### src/rtl/uart_rx_param_if.sv
// Receive-side bundle of uart_rx_param: output word register, its handshake and sideband flags.
// The receiver owns the master modport; the host-side consumer owns the slave modport.
interface uart_rx_param_if #(
    parameter int DATA_BITS = 8
);
    logic [DATA_BITS-1:0] o_data;
    logic                 o_valid;
    logic                 i_ready;
    logic                 o_frame_err;
    logic                 o_parity_err;
    logic                 o_break;
    logic                 o_overrun;
    logic                 o_busy;

    // Handshake: a word transfers on any cycle where o_valid & i_ready.
    // o_data and the flags stay stable while o_valid is high.
    // o_valid does not depend on i_ready.
    modport master (
        output o_data, o_valid, o_frame_err, o_parity_err, o_break, o_overrun, o_busy,
        input  i_ready
    );

    modport slave (
        input  o_data, o_valid, o_frame_err, o_parity_err, o_break, o_overrun, o_busy,
        output i_ready
    );
endinterface

### src/rtl/uart_rx_param.sv
// Parametrised UART receiver: mid-bit sampling, optional parity, 1 or 2 checked stop bits.
// Each received word is held in a valid/ready output register with framing, parity, break and overrun flags.
module uart_rx_param #(
    parameter int CLKS_PER_BIT = 104,
    parameter int DATA_BITS    = 8,
    parameter int PARITY       = 0,
    parameter int STOP_BITS    = 1
) (
    input  logic             clk,
    input  logic             rstn,
    input  logic             rx,
    uart_rx_param_if.master  bus,
    output logic [2:0]       dbg_state
);
    localparam int BW = (CLKS_PER_BIT > 1) ? $clog2(CLKS_PER_BIT) : 1;
    localparam logic [BW-1:0] HALF_M1 = BW'(CLKS_PER_BIT / 2 - 1);
    localparam logic [BW-1:0] FULL_M1 = BW'(CLKS_PER_BIT - 1);
    localparam logic [3:0]    LAST_D  = 4'(DATA_BITS - 1);
    localparam logic [3:0]    LAST_S  = 4'(STOP_BITS - 1);

    typedef enum logic [2:0] {
        S_IDLE   = 3'd0,
        S_START  = 3'd1,
        S_DATA   = 3'd2,
        S_PARITY = 3'd3,
        S_STOP   = 3'd4,
        S_DONE   = 3'd5,
        S_WAIT   = 3'd6
    } state_t;

    state_t               state, state_n;
    logic                 rx_m, rx_s;
    logic [BW-1:0]        bcnt, bcnt_n;
    logic [3:0]           idx, idx_n;
    logic [DATA_BITS-1:0] shreg, shreg_n;
    logic                 par_bit, par_bit_n;
    logic                 ferr, ferr_n;
    logic                 any1, any1_n;
    logic                 done;
    logic                 perr_calc;

    // Two-flop synchroniser; resets to the idle-high line level.
    always_ff @(posedge clk or negedge rstn) begin
        if (!rstn) begin
            rx_m <= 1'b1;
            rx_s <= 1'b1;
        end else begin
            rx_m <= rx;
            rx_s <= rx_m;
        end
    end

    always_ff @(posedge clk or negedge rstn) begin
        if (!rstn) begin
            state   <= S_IDLE;
            bcnt    <= '0;
            idx     <= '0;
            shreg   <= '0;
            par_bit <= 1'b0;
            ferr    <= 1'b0;
            any1    <= 1'b0;
        end else begin
            state   <= state_n;
            bcnt    <= bcnt_n;
            idx     <= idx_n;
            shreg   <= shreg_n;
            par_bit <= par_bit_n;
            ferr    <= ferr_n;
            any1    <= any1_n;
        end
    end

    always_comb begin
        state_n   = state;
        bcnt_n    = bcnt + 1'b1;
        idx_n     = idx;
        shreg_n   = shreg;
        par_bit_n = par_bit;
        ferr_n    = ferr;
        any1_n    = any1;
        done      = 1'b0;
        case (state)
            S_IDLE: begin
                bcnt_n = '0;
                idx_n  = '0;
                if (!rx_s) begin
                    state_n = S_START;
                    ferr_n  = 1'b0;
                    any1_n  = 1'b0;
                end
            end
            // Re-check the start bit at its middle; from here on each sample lands mid-bit.
            S_START: begin
                if (bcnt == HALF_M1) begin
                    bcnt_n  = '0;
                    state_n = rx_s ? S_IDLE : S_DATA;
                end
            end
            S_DATA: begin
                if (bcnt == FULL_M1) begin
                    bcnt_n  = '0;
                    shreg_n = {rx_s, shreg[DATA_BITS-1:1]};
                    any1_n  = any1 | rx_s;
                    if (idx == LAST_D) begin
                        idx_n   = '0;
                        state_n = (PARITY != 0) ? S_PARITY : S_STOP;
                    end else begin
                        idx_n = idx + 1'b1;
                    end
                end
            end
            S_PARITY: begin
                if (bcnt == FULL_M1) begin
                    bcnt_n    = '0;
                    par_bit_n = rx_s;
                    any1_n    = any1 | rx_s;
                    state_n   = S_STOP;
                end
            end
            S_STOP: begin
                if (bcnt == FULL_M1) begin
                    bcnt_n = '0;
                    ferr_n = ferr | ~rx_s;
                    any1_n = any1 | rx_s;
                    if (idx == LAST_S) begin
                        idx_n   = '0;
                        state_n = S_DONE;
                    end else begin
                        idx_n = idx + 1'b1;
                    end
                end
            end
            S_DONE: begin
                done    = 1'b1;
                bcnt_n  = '0;
                state_n = ferr ? S_WAIT : S_IDLE;
            end
            // A held-low line (break) must go high before a new start bit is accepted.
            S_WAIT: begin
                bcnt_n = '0;
                if (rx_s) state_n = S_IDLE;
            end
            default: begin
                state_n = S_IDLE;
                bcnt_n  = '0;
            end
        endcase
    end

    always_comb begin
        case (PARITY)
            1:       perr_calc = ~(^{shreg, par_bit});
            2:       perr_calc = ^{shreg, par_bit};
            default: perr_calc = 1'b0;
        endcase
    end

    // Output word register: a load may coincide with an accept; a frame arriving while the
    // previous word is still unaccepted is dropped and reported as overrun.
    always_ff @(posedge clk or negedge rstn) begin
        if (!rstn) begin
            bus.o_data       <= '0;
            bus.o_valid      <= 1'b0;
            bus.o_frame_err  <= 1'b0;
            bus.o_parity_err <= 1'b0;
            bus.o_break      <= 1'b0;
            bus.o_overrun    <= 1'b0;
        end else begin
            bus.o_overrun <= 1'b0;
            if (done && (!bus.o_valid || bus.i_ready)) begin
                bus.o_data       <= shreg;
                bus.o_valid      <= 1'b1;
                bus.o_frame_err  <= ferr;
                bus.o_parity_err <= perr_calc;
                bus.o_break      <= ~any1;
            end else begin
                if (done) bus.o_overrun <= 1'b1;
                if (bus.o_valid && bus.i_ready) bus.o_valid <= 1'b0;
            end
        end
    end

    assign bus.o_busy = (state != S_IDLE);
    assign dbg_state  = state;
endmodule

### src/flat_wrapper.sv
// flat-port wrapper written by rule: the top's interface ports become plain ports
module uart_rx_param_flat 
#(
    parameter int CLKS_PER_BIT = 104,
    parameter int DATA_BITS    = 8,
    parameter int PARITY       = 0,
    parameter int STOP_BITS    = 1
)
  (clk, rstn, rx, dbg_state, bus_o_data, bus_o_valid, bus_o_frame_err, bus_o_parity_err, bus_o_break, bus_o_overrun, bus_o_busy, bus_i_ready);
  uart_rx_param_if #(.DATA_BITS(DATA_BITS)) bus_i ();
  input  logic clk;
  input  logic rstn;
  input  logic rx;
  output logic [2:0] dbg_state;
  output wire logic [$bits(bus_i.o_data)-1:0] bus_o_data;
  output wire logic [$bits(bus_i.o_valid)-1:0] bus_o_valid;
  output wire logic [$bits(bus_i.o_frame_err)-1:0] bus_o_frame_err;
  output wire logic [$bits(bus_i.o_parity_err)-1:0] bus_o_parity_err;
  output wire logic [$bits(bus_i.o_break)-1:0] bus_o_break;
  output wire logic [$bits(bus_i.o_overrun)-1:0] bus_o_overrun;
  output wire logic [$bits(bus_i.o_busy)-1:0] bus_o_busy;
  input wire logic [$bits(bus_i.i_ready)-1:0] bus_i_ready;
  assign bus_o_data = bus_i.o_data;
  assign bus_o_valid = bus_i.o_valid;
  assign bus_o_frame_err = bus_i.o_frame_err;
  assign bus_o_parity_err = bus_i.o_parity_err;
  assign bus_o_break = bus_i.o_break;
  assign bus_o_overrun = bus_i.o_overrun;
  assign bus_o_busy = bus_i.o_busy;
  assign bus_i.i_ready = bus_i_ready;
  uart_rx_param #(.CLKS_PER_BIT(CLKS_PER_BIT), .DATA_BITS(DATA_BITS), .PARITY(PARITY), .STOP_BITS(STOP_BITS)) u_core (.clk(clk), .rstn(rstn), .rx(rx), .bus(bus_i), .dbg_state(dbg_state));
endmodule
### config.mk
export PLATFORM = sky130hd
export DESIGN_NAME = uart_rx_param_flat
export DESIGN_NICKNAME = d
export VERILOG_FILES = /design/src/rtl/uart_rx_param_if.sv /design/src/rtl/uart_rx_param.sv /design/src/flat_wrapper.sv
export SDC_FILE = /design/constraint.sdc
export NUM_CORES = 1
export LEC_CHECK = 0
export ABC_CLOCK_PERIOD_IN_PS = 3700
export CORE_UTILIZATION = 59
export DETAILED_ROUTE_END_ITERATION = 12
export PLACE_DENSITY = 0.83
export SYNTH_ARGS = -nofsm -noshare
export SYNTH_HDL_FRONTEND = slang
export SYNTH_SLANG_ARGS = --single-unit
### constraint.sdc
create_clock -name clk -period 3.7 [get_ports clk]
set_clock_uncertainty 0.15 [all_clocks]
set_input_delay 0.74 -clock clk [delete_from_list [all_inputs] [get_ports clk]]
set_output_delay 0.74 -clock clk [all_outputs]
set_load 0.05 [all_outputs]
==> out/qor.log, run 1 <==
qor: finish.stdcell_area 0.00212 mm2
qor: logic_synthesis.synth-async-reset-ratio 1.00
qor: job.max-cap-violations 0
qor: global_routing.wire_length_of_the_first_global_routing_pass 5400 um
qor: clock_network.clk_path_buf_depth 2
qor: timing.max_freq 340 MHz
qor: clock_network.cts_setup_buffers 0
qor: floorplanning.initial_utilization 0.643
qor: floorplanning.die_width 57.5 um
qor: timing.finalCritPeriodShare 0.794
qor: logic_synthesis.synth_largest_type_area_fraction 0.495
qor: clock_network.number_of_hold_buffers_added_after_cts 0
qor: power_and_ir_drop.leakage 0.984 nW
qor: logic_synthesis.dominantRegCellSynth dfrtp_1
qor: floorplanning.die_area 0.00331 mm2
qor: worst_setup_path.worstPathMaxFanout 17
qor: finish.antennaDiodeCount 0
qor: logic_synthesis.mappedNetlistArea 0.00182 mm2
qor: clock_network.cts.root.buffer_cell clkbuf_4
qor: timing.rsz0062_at_grt no
qor: timing.timing.setup.tns 0 ps
qor: finish.final_layout_size_suffix_gt1_frac 0.235
qor: worst_setup_path.r2r-start u_core.bcnt[0]
qor: finish.filler_cell_count 204
qor: timing.worst_hold_slack 219 ps
qor: clock_network.clkSlewWorstSetupHoldPaths 110 ps
qor: power_and_ir_drop.cellPowerDensity 376 mW/mm2
qor: timing.period_minus_slack 2940 ps
qor: worst_hold_path.min_delay_path_depth 0
qor: global_routing.grt-ovfl-total 0
qor: floorplanning.core-area 0.00283 mm2
qor: timing.worst_slew_pin_slew 908 ps
qor: placement.post-dp-hpwl 2210 um
qor: finish.stdcell_count 201
qor: clock_network.clk_latency 350 ps
qor: finish.commonest_cells_after_routing_fill_and_taps_aside 36 x dfrtp_1, 18 x mux2_2, 18 x clkdlybuf4s50_1
qor: logic_synthesis.synth-edff-count 0
qor: worst_setup_path.start_kind flip-flop
qor: logic_synthesis.synth.distinct_cells 46
qor: clock_network.cts_inserted_buffers 5
qor: run_status.status finished with violations
qor: clock_network.numClockSinks 38
qor: drt.ant_nets 0
qor: placement.finalWeightedCongestion 0.782
qor: global_routing.vias_in_the_first_global_route 1157
qor: worst_setup_path.worst-r2r-setup-slack 1390 ps
qor: finish.area_growth 16.6%
qor: global_routing.track_usage 0.225
qor: global_routing.antenna_violations_before_repair 0
qor: logic_synthesis.synth.net_count 157
qor: timing.timing.slew.headroom 0.393
qor: drt.route.detailed.drc 2
qor: logic_synthesis.syn_area_per_cell 12.2 um2
qor: worst_setup_path.crit_path_start u_core.dbg_state[1]
qor: logic_synthesis.ys_seq_elements 38
qor: finish.total_nets_final 177
qor: global_routing.grt_max_degree 39
qor: floorplanning.fp.dieH 57.5 um
qor: worst_hold_path.type_of_the_tightest_min_delay_check flip-flop to flip-flop
qor: drt.detail_route.vias_per_cell 5.98
qor: drt.finalWirelength 3260 um
qor: drt.routed-via-count 1201
qor: logic_synthesis.count_of_mapped_cells_out_of_synthesis 149
qor: finish.layout.cells.most_common dfrtp_1
qor: worst_setup_path.length_in_cells_of_the_worst_reg_to_reg_path 5
qor: drt.drt_pre_antenna_iters 8
qor: floorplanning.io-pin-count 21
qor: logic_synthesis.register_area_share_after_synthesis 0.524
qor: timing.timing.final.setup_violations 0
qor: worst_setup_path.critPathKind flip-flop to output pin
qor: logic_synthesis.post-synth-top-area-cell dfrtp_1
qor: power_and_ir_drop.power_after_layout 797 uW
qor: worst_setup_path.worst_setup_path_end_kind output pin
qor: logic_synthesis.synth_top_cells_by_area dfrtp_1 50%, mux2_2 11%, dfstp_2 2.9%
qor: placement.placed_cells_incl_taps 193
qor: run_status.violations DRC
qor: placement.place.port_buffers 19
qor: drt.drt-wirelength-per-cell 16.2 um
qor: drt.dr.first_iter.drc_count 34
qor: placement.place_area 0.00201 mm2
qor: power_and_ir_drop.ir_drop 0.000346 V
qor: worst_setup_path.regToRegEndpoint u_core.shreg[5]
qor: worst_setup_path.worst_ep_required_time 2810 ps
qor: worst_setup_path.critical_path_arrival 2050 ps
qor: timing.timing_hold_violations_final 0
qor: logic_synthesis.yosys_warnings 0
qor: clock_network.htree_num_levels 2
qor: clock_network.ctsResizeCount 0
qor: worst_setup_path.setup.worst_path.end bus_o_busy
qor: floorplanning.number_of_cell_rows 19
qor: clock_network.tritoncts yes
qor: timing.maxSlewViolCount 0
-- cell type report --
type,instances,area (um2),share of cell area
sequential,38,953,0.449
clock buffer,6,51.3,0.0242
clock inverter,2,60.1,0.0283
multi-input combinational,99,811,0.382
timing repair buffer,19,185,0.0873
inverter,6,22.5,0.0106
tap,31,38.8,0.0183
-- logic make-up after synthesis --
logic type,synth area share
simple gates,0.156
flops,0.524
compound gates,0.102
mux,0.122
buf+inv,0.0303
fa+ha+maj,0.0392
xor+xnor,0.0241
other cells,0.00206
-- metal layers --
layer	up-vias	global-route usage	wire, um
met5	-	0	0
met4	0	0.136	97
met3	9	0.0408	89
met2	24	0.365	1700
met1	601	0.280	1380
li1	567	-	-
-- cells in the mapped netlist (3+ instances only) --
master    count
dfrtp_1      36
mux2_2       18
nor2_1       14
inv_1         6
nand3_1       6
a21oi_1       5
ha_1          4
o21ai_0       4
xor2_1        4
nand2_1       3
nand2b_1      3
nor2b_1       3
-- flip-flops by register name (all words and copies together) (netlist names) --
register and flops:
u_core.ferr 1, u_core.bus.o_frame_err 1, u_core.bcnt 7, u_core.bus.o_overrun 1, u_core.shreg 8, u_core.rx_m 1, u_core.rx_s 1, u_core.bus.o_valid 1
u_core.idx 4, u_core.any1 1, u_core.bus.o_break 1, u_core.bus.o_data 8, u_core.dbg_state 3
-- through the flow --
step,setup slack (ps),utilization
finish,761,0.750
global route,690,0.750
CTS,768,0.750
detailed placement,941,0.711
global placement,970,0.711
floorplan,1590,-
-- worst min-delay path by stage --
stage	start	end	slack, ps
detailed placement	u_core.rx_m	u_core.rx_s	210
global route	u_core.rx_m	u_core.rx_s	210
global placement	u_core.rx_m	u_core.rx_s	200
finish	u_core.rx_m	u_core.rx_s	220
CTS	u_core.rx_m	u_core.rx_s	220
floorplan	u_core.rx_m	u_core.rx_s	200
-- power by group --
part	leakage, nW	internal, mW	switching, mW
Combinational	0.422	0.00240	0.0101
Sequential	0.504	0.417	0.00126
Clock	0.0585	0.229	0.138
-- worst max-delay path: stages, from the launching register on --
cell and delay [ps]:
dfrtp_1 670, nor3_1 120, inv_1 100, clkdlybuf4s50_1 800
Power figures use the tool's default switching activity.
==> inputs of run 2 (changes only) <==
- ABC_CLOCK_PERIOD_IN_PS: 3700 -> 2900
- CORE_UTILIZATION: 59 -> 55
- PLACE_DENSITY: 0.83 -> 0.79
- clock period: 3.7 -> 2.9 ns (I/O delays scaled with it)
==> out/qor.log, run 2 (synthesis results as in run 1) <==
qor: worst_setup_path.worstPathMaxFanout 17 [unchanged]
qor: placement.place_worst_setup_slack 527 ps [was 941 ps]
qor: clock_network.cts_setup_buffers 0 [unchanged]
qor: global_routing.grt-ovfl-total 0 [unchanged]
qor: timing.worst_slack 133 ps [was 761 ps]
qor: timing.period_minus_slack 2770 ps
qor: clock_network.tritoncts yes [unchanged]
qor: clock_network.ctsResizeCount 0 [unchanged]
qor: finish.layout.cells.most_common dfrtp_1 [unchanged]
qor: timing.timing.setup.tns 0 ps [unchanged]
qor: worst_setup_path.length_in_cells_of_the_worst_reg_to_reg_path 7 [was 5]
qor: drt.wl_met1 1330 um [was 1380 um]
qor: placement.place_area 0.00203 mm2 [was 0.00201 mm2]
qor: drt.dr.first_iter.drc_count 63 [was 34]
qor: finish.commonest_cells_after_routing_fill_and_taps_aside 36 x dfrtp_1, 18 x mux2_2, 18 x clkdlybuf4s50_1 [unchanged]
qor: drt.maxUsedRoutingLayer met4 [unchanged]
qor: job.max-cap-violations 0 [unchanged]
qor: clock_network.number_of_hold_buffers_added_after_cts 0 [unchanged]
qor: floorplanning.die_width 59.5 um [was 57.5 um]
qor: drt.routed-via-count 1170 [was 1201]
qor: floorplanning.die_area 0.00354 mm2 [was 0.00331 mm2]
qor: floorplanning.core-area 0.00310 mm2 [was 0.00283 mm2]
qor: timing.maxSlewViolCount 0 [unchanged]
qor: global_routing.grt_max_degree 39 [unchanged]
qor: worst_setup_path.crit_buf_inv 2 [unchanged]
qor: placement.placed_cells_incl_taps 207 [was 193]
qor: finish.area_growth 15.3% [was 16.6%]
qor: finish.antennaDiodeCount 0 [unchanged]
qor: finish.total_nets_final 178 [was 177]
qor: power_and_ir_drop.ir_drop 0.000233 V [was 0.000346 V]
qor: worst_hold_path.type_of_the_tightest_min_delay_check input pin to async pin [was flip-flop to flip-flop]
qor: global_routing.track_usage 0.201 [was 0.225]
qor: worst_setup_path.crit_path_cell_trace nor3_1 > inv_1 > clkdlybuf4s50_1 [unchanged]
qor: placement.post-dp-hpwl 2090 um [was 2210 um]
qor: worst_setup_path.cpLargestDelayFamily buffers and inverters [unchanged]
qor: power_and_ir_drop.cellPowerDensity 400 mW/mm2 [was 376 mW/mm2]
qor: drt.drt_pre_antenna_iters 4 [was 8]
qor: worst_setup_path.slowest_stage clkdlybuf4s50_1 [unchanged]
qor: finish.stdcell_area 0.00210 mm2 [was 0.00212 mm2]
qor: timing.rsz0062_at_grt no [unchanged]
qor: placement.finalWeightedCongestion 0.806 [was 0.782]
qor: clock_network.clk_latency 340 ps [was 350 ps]
qor: timing.timing_hold_violations_final 0 [unchanged]
qor: floorplanning.number_of_cell_rows 20 [was 19]
qor: clock_network.htree_num_levels 2 [unchanged]
qor: worst_setup_path.worst_ep_required_time 2170 ps [was 2810 ps]
qor: clock_network.cts_inserted_buffers 5 [unchanged]
qor: worst_setup_path.start_kind flip-flop [unchanged]
qor: timing.max_freq 361 MHz
qor: worst_setup_path.critical_path_arrival 2040 ps [was 2050 ps]
qor: finish.stdcell_count 215 [was 201]
qor: clock_network.clk_path_buf_depth 2 [unchanged]
qor: clock_network.cts.root.buffer_cell clkbuf_4 [unchanged]
qor: power_and_ir_drop.leakage 0.965 nW [was 0.984 nW]
qor: drt.ant_nets 0 [unchanged]
qor: worst_setup_path.max_stage_delay 800 ps [about the same]
qor: floorplanning.fp.dieH 59.5 um [was 57.5 um]
qor: floorplanning.io-pin-count 21 [unchanged]
qor: timing.finalCritPeriodShare 0.954
qor: drt.finalWirelength 2910 um [was 3260 um]
qor: drt.detail_route.vias_per_cell 5.44 [was 5.98]
qor: timing.timing.final.setup_violations 0 [unchanged]
qor: finish.filler_cell_count 276 [was 204]
qor: timing.timing.slew.headroom 0.470 [was 0.393]
qor: worst_setup_path.critical_path_cell_count 3 [unchanged]
qor: worst_setup_path.critPathKind flip-flop to output pin [unchanged]
qor: floorplanning.initial_utilization 0.586 [was 0.643]
qor: drt.met3_length 96 um [was 89 um]
qor: run_status.status finished, final reports clean [was finished with violations]
qor: timing.worst_slew_pin_slew 795 ps [was 908 ps]
qor: finish.biggestRegsByFlops u_core.bus.o_data (8), u_core.shreg (8), u_core.bcnt (7) [unchanged]
qor: global_routing.vias_in_the_first_global_route 1141 [was 1157]
qor: global_routing.antenna_violations_before_repair 0 [unchanged]
qor: drt.route.detailed.drc 0 [was 2]
qor: clock_network.clkSlewWorstSetupHoldPaths 120 ps [was 110 ps]
qor: finish.final_layout_size_suffix_gt1_frac 0.240 [was 0.235]
qor: placement.place.port_buffers 19 [unchanged]
qor: global_routing.wire_length_of_the_first_global_routing_pass 5090 um [was 5400 um]
qor: drt.routed-wl-met2 1450 um [was 1700 um]
qor: clock_network.numClockSinks 38 [unchanged]
qor: worst_setup_path.worst_setup_path_end_kind output pin [unchanged]
qor: drt.drt-wirelength-per-cell 13.5 um [was 16.2 um]
-- run 2: final timing paths --
| check | endpoint | startpoint | slack, ps |
|---|---|---|---|
| min in group clk | u_core.rx_s | u_core.rx_m | 210 |
| max in group asynchronous | u_core.dbg_state[2] | rstn | 1930 |
| worst min register to register | u_core.rx_s | u_core.rx_m | 210 |
| worst min-delay path | u_core.idx[2] | rstn | 160 |
| worst max-delay path | bus_o_busy | u_core.dbg_state[1] | 130 |
| worst max register to register | u_core.dbg_state[0] | u_core.idx[0] | 630 |
-- run 2: cell type report --
class / count / area [um2] / share of cell area
inverter: 6 / 22.5 / 0.0107
multi-input combinational: 99 / 811 / 0.386
sequential: 38 / 953 / 0.454
clock buffer: 6 / 51.3 / 0.0244
tap: 44 / 55.1 / 0.0262
clock inverter: 2 / 12.5 / 0.00596
timing repair buffer: 20 / 193 / 0.0918
-- run 2: power by group --
part | switching [mW] | leakage (nW) | total, mW | internal [mW]
clock | 0.173 | 0.0343 | 0.289 | 0.117
combinational | 0.0125 | 0.427 | 0.0155 | 0.00304
sequential | 0.00134 | 0.504 | 0.534 | 0.532
-- run 2: per-stage QoR --
step	utilization	power [mW]	hold WS [ps]
floorplan	-	0.547	134
global placement	0.656	0.560	197
detailed placement	0.656	0.560	197
CTS	0.676	0.850	184
global route	0.676	0.871	217
finish	0.676	0.839	163
-- run 2: metal layers --
layer | vias up | track usage
met1 | 571 | 0.254
met4 | 0 | 0.113
met3 | 4 | 0.0546
met2 | 22 | 0.313
met5 | - | 0
li1 | 573 | -
==> inputs of run 3 (changes only) <==
- ABC_CLOCK_PERIOD_IN_PS: 2900 -> 2500
- CORE_UTILIZATION: 55 -> 49
- PLACE_DENSITY: 0.79 -> 0.74
- clock period: 2.9 -> 2.5 ns (I/O delays scaled with it)
==> out/qor.log, run 3 (synthesis results as in run 1) <==
qor: timing.finalCritPeriodShare 0.908
qor: power_and_ir_drop.cellPowerDensity 533 mW/mm2 [was 400 mW/mm2]
qor: floorplanning.fp.dieH 62.9 um [was 59.5 um]
qor: placement.place_worst_setup_slack 249 ps [was 527 ps]
qor: global_routing.antenna_violations_before_repair 0 [unchanged]
qor: finish.total_nets_final 182 [was 178]
qor: worst_setup_path.slowest_stage dfrtp_1 [was clkdlybuf4s50_1]
qor: placement.place.port_buffers 19 [unchanged]
qor: finish.layout.cells.most_common dfrtp_1 [unchanged]
qor: placement.placed_cells_incl_taps 213 [was 207]
qor: drt.dr.first_iter.drc_count 63 [unchanged]
qor: timing.period_minus_slack 2270 ps
qor: finish.biggestRegsByFlops u_core.bus.o_data (8), u_core.shreg (8), u_core.bcnt (7) [unchanged]
qor: floorplanning.initial_utilization 0.529 [was 0.586]
qor: clock_network.tritoncts yes [unchanged]
qor: floorplanning.die_width 62.9 um [was 59.5 um]
qor: worst_setup_path.critPathKind flip-flop to flip-flop [was flip-flop to output pin]
qor: clock_network.numClockSinks 38 [unchanged]
qor: worst_setup_path.critical_path_arrival 2350 ps [was 2040 ps]
qor: clock_network.cts_setup_buffers 0 [unchanged]
qor: clock_network.cts.root.buffer_cell clkbuf_8 [was clkbuf_4]
qor: clock_network.clkSlewWorstSetupHoldPaths 70 ps [was 120 ps]
qor: global_routing.vias_in_the_first_global_route 1188 [was 1141]
qor: timing.worst_slew_pin_slew 820 ps [was 795 ps]
qor: placement.finalWeightedCongestion 0.795 [was 0.806]
qor: timing.rsz0062_at_grt no [unchanged]
qor: drt.detail_route.vias_per_cell 5.45 [was 5.44]
qor: finish.final_layout_size_suffix_gt1_frac 0.259 [was 0.240]
qor: worst_setup_path.worst_ep_required_time 2580 ps [was 2170 ps]
qor: finish.antennaDiodeCount 0 [unchanged]
qor: drt.finalWirelength 3090 um [was 2910 um]
qor: finish.stdcell_area 0.00218 mm2 [was 0.00210 mm2]
qor: drt.drt_pre_antenna_iters 4 [unchanged]
qor: clock_network.clk_path_buf_depth 2 [unchanged]
qor: global_routing.grt-ovfl-total 0 [unchanged]
qor: placement.place_area 0.00206 mm2 [was 0.00203 mm2]
qor: worst_setup_path.worst_setup_path_end_kind flip-flop [was output pin]
qor: finish.stdcell_count 220 [was 215]
qor: timing.maxSlewViolCount 0 [unchanged]
qor: global_routing.grt_max_degree 39 [unchanged]
qor: worst_hold_path.type_of_the_tightest_min_delay_check input pin to async pin [unchanged]
qor: drt.routed-via-count 1199 [was 1170]
qor: timing.timing_hold_violations_final 0 [unchanged]
qor: drt.ant_nets 0 [unchanged]
qor: timing.timing.final.setup_violations 0 [unchanged]
qor: floorplanning.number_of_cell_rows 21 [was 20]
qor: clock_network.clk_latency 280 ps [was 340 ps]
qor: worst_setup_path.crit_path_cell_trace inv_1 > ha_1 > or3b_4 > a32oi_4 > o211ai_4 > a2111oi_0 > a211o_2 [was nor3_1 > inv_1 > clkdlybuf4s50_1]
qor: global_routing.track_usage 0.182 [was 0.201]
qor: timing.worst_hold_slack 157 ps [was 163 ps]
qor: worst_setup_path.max_stage_delay 420 ps [was 800 ps]
qor: drt.drt-wirelength-per-cell 14.0 um [was 13.5 um]
qor: global_routing.wire_length_of_the_first_global_routing_pass 5540 um [was 5090 um]
qor: job.max-cap-violations 0 [unchanged]
qor: worst_setup_path.worstPathMaxFanout 6 [was 17]
qor: floorplanning.io-pin-count 21 [unchanged]
qor: clock_network.cts_inserted_buffers 5 [unchanged]
qor: finish.commonest_cells_after_routing_fill_and_taps_aside 36 x dfrtp_1, 18 x mux2_2, 16 x clkdlybuf4s50_1 [was 36 x dfrtp_1, 18 x mux2_2, 18 x clkdlybuf4s50_1]
qor: finish.area_growth 19.8% [was 15.3%]
qor: drt.route.detailed.drc 0 [unchanged]
qor: placement.post-dp-hpwl 2100 um [was 2090 um]
qor: timing.timing.setup.tns 0 ps [unchanged]
qor: run_status.status finished, final reports clean [unchanged]
qor: timing.worst_slack 230 ps [was 133 ps]
qor: timing.max_freq 440 MHz
qor: floorplanning.die_area 0.00396 mm2 [was 0.00354 mm2]
qor: finish.filler_cell_count 267 [was 276]
qor: clock_network.htree_num_levels 2 [unchanged]
qor: worst_setup_path.start_kind flip-flop [unchanged]
qor: timing.timing.slew.headroom 0.453 [was 0.470]
qor: floorplanning.core-area 0.00344 mm2 [was 0.00310 mm2]
qor: clock_network.number_of_hold_buffers_added_after_cts 0 [unchanged]
qor: power_and_ir_drop.leakage 1.03 nW [was 0.965 nW]
qor: power_and_ir_drop.ir_drop 0.000519 V [was 0.000233 V]
==> run 3: worst paths after layout <==
path	cells after the start	end	from	slack [ps]
max	7	u_core.dbg_state[0]	u_core.idx[0]	230
min	1	u_core.idx[3]	rstn	160
max reg2reg	7	u_core.dbg_state[0]	u_core.idx[0]	230
min reg2reg	0	u_core.rx_s	u_core.rx_m	210
max in group asynchronous	1	u_core.bcnt[6]	rstn	1530
min in group clk	0	u_core.rx_s	u_core.rx_m	210
==> run 3: where the power goes <==
group	total (mW)	switching (mW)	leakage, nW	internal [mW]
sequential	0.619	0.00166	0.504	0.617
combinational	0.0184	0.0148	0.466	0.00354
clock	0.525	0.206	0.0573	0.319
total	1.16	0.222	1.03	0.940
==> run 3: layout make-up <==
type                       instances  area [um2]  area share
sequential                        38         953       0.437
tap                               46        57.6      0.0264
clock buffer                       6        82.6      0.0379
clock inverter                     1        30.0      0.0138
multi-input combinational         99         811       0.372
inverter                           6        22.5      0.0103
timing repair buffer              24         223       0.102
==> run 3: repair_timing <==
item	in CTS	in global routing
resized for setup	0	1
setup endpoints to repair	0	1
hold endpoints to repair	0	0
==> run 3: routing by layer <==
metal | part of all wire | global-route usage
met5 | 0 | 0
met4 | 0.017 | 0.0843
met3 | 0.044 | 0.0383
met2 | 0.48 | 0.278
met1 | 0.46 | 0.245
==> run 3: critical path, delay by kind of cell (launching register included) <==
| family | cells | cell delay (ps) |
|---|---|---|
| simple gates | 1 | 390 |
| compound gates | 4 | 1040 |
| fa+ha+maj | 1 | 130 |
| buf+inv | 1 | 70 |
| flops | 1 | 420 |
==> run 3: metrics by stage <==
stage | utilization | total power [mW]
floorplan | - | 0.635
global route | 0.633 | 1.20
finish | 0.633 | 1.16
detailed placement | 0.600 | 0.650
global placement | 0.600 | 0.649
CTS | 0.632 | 1.18
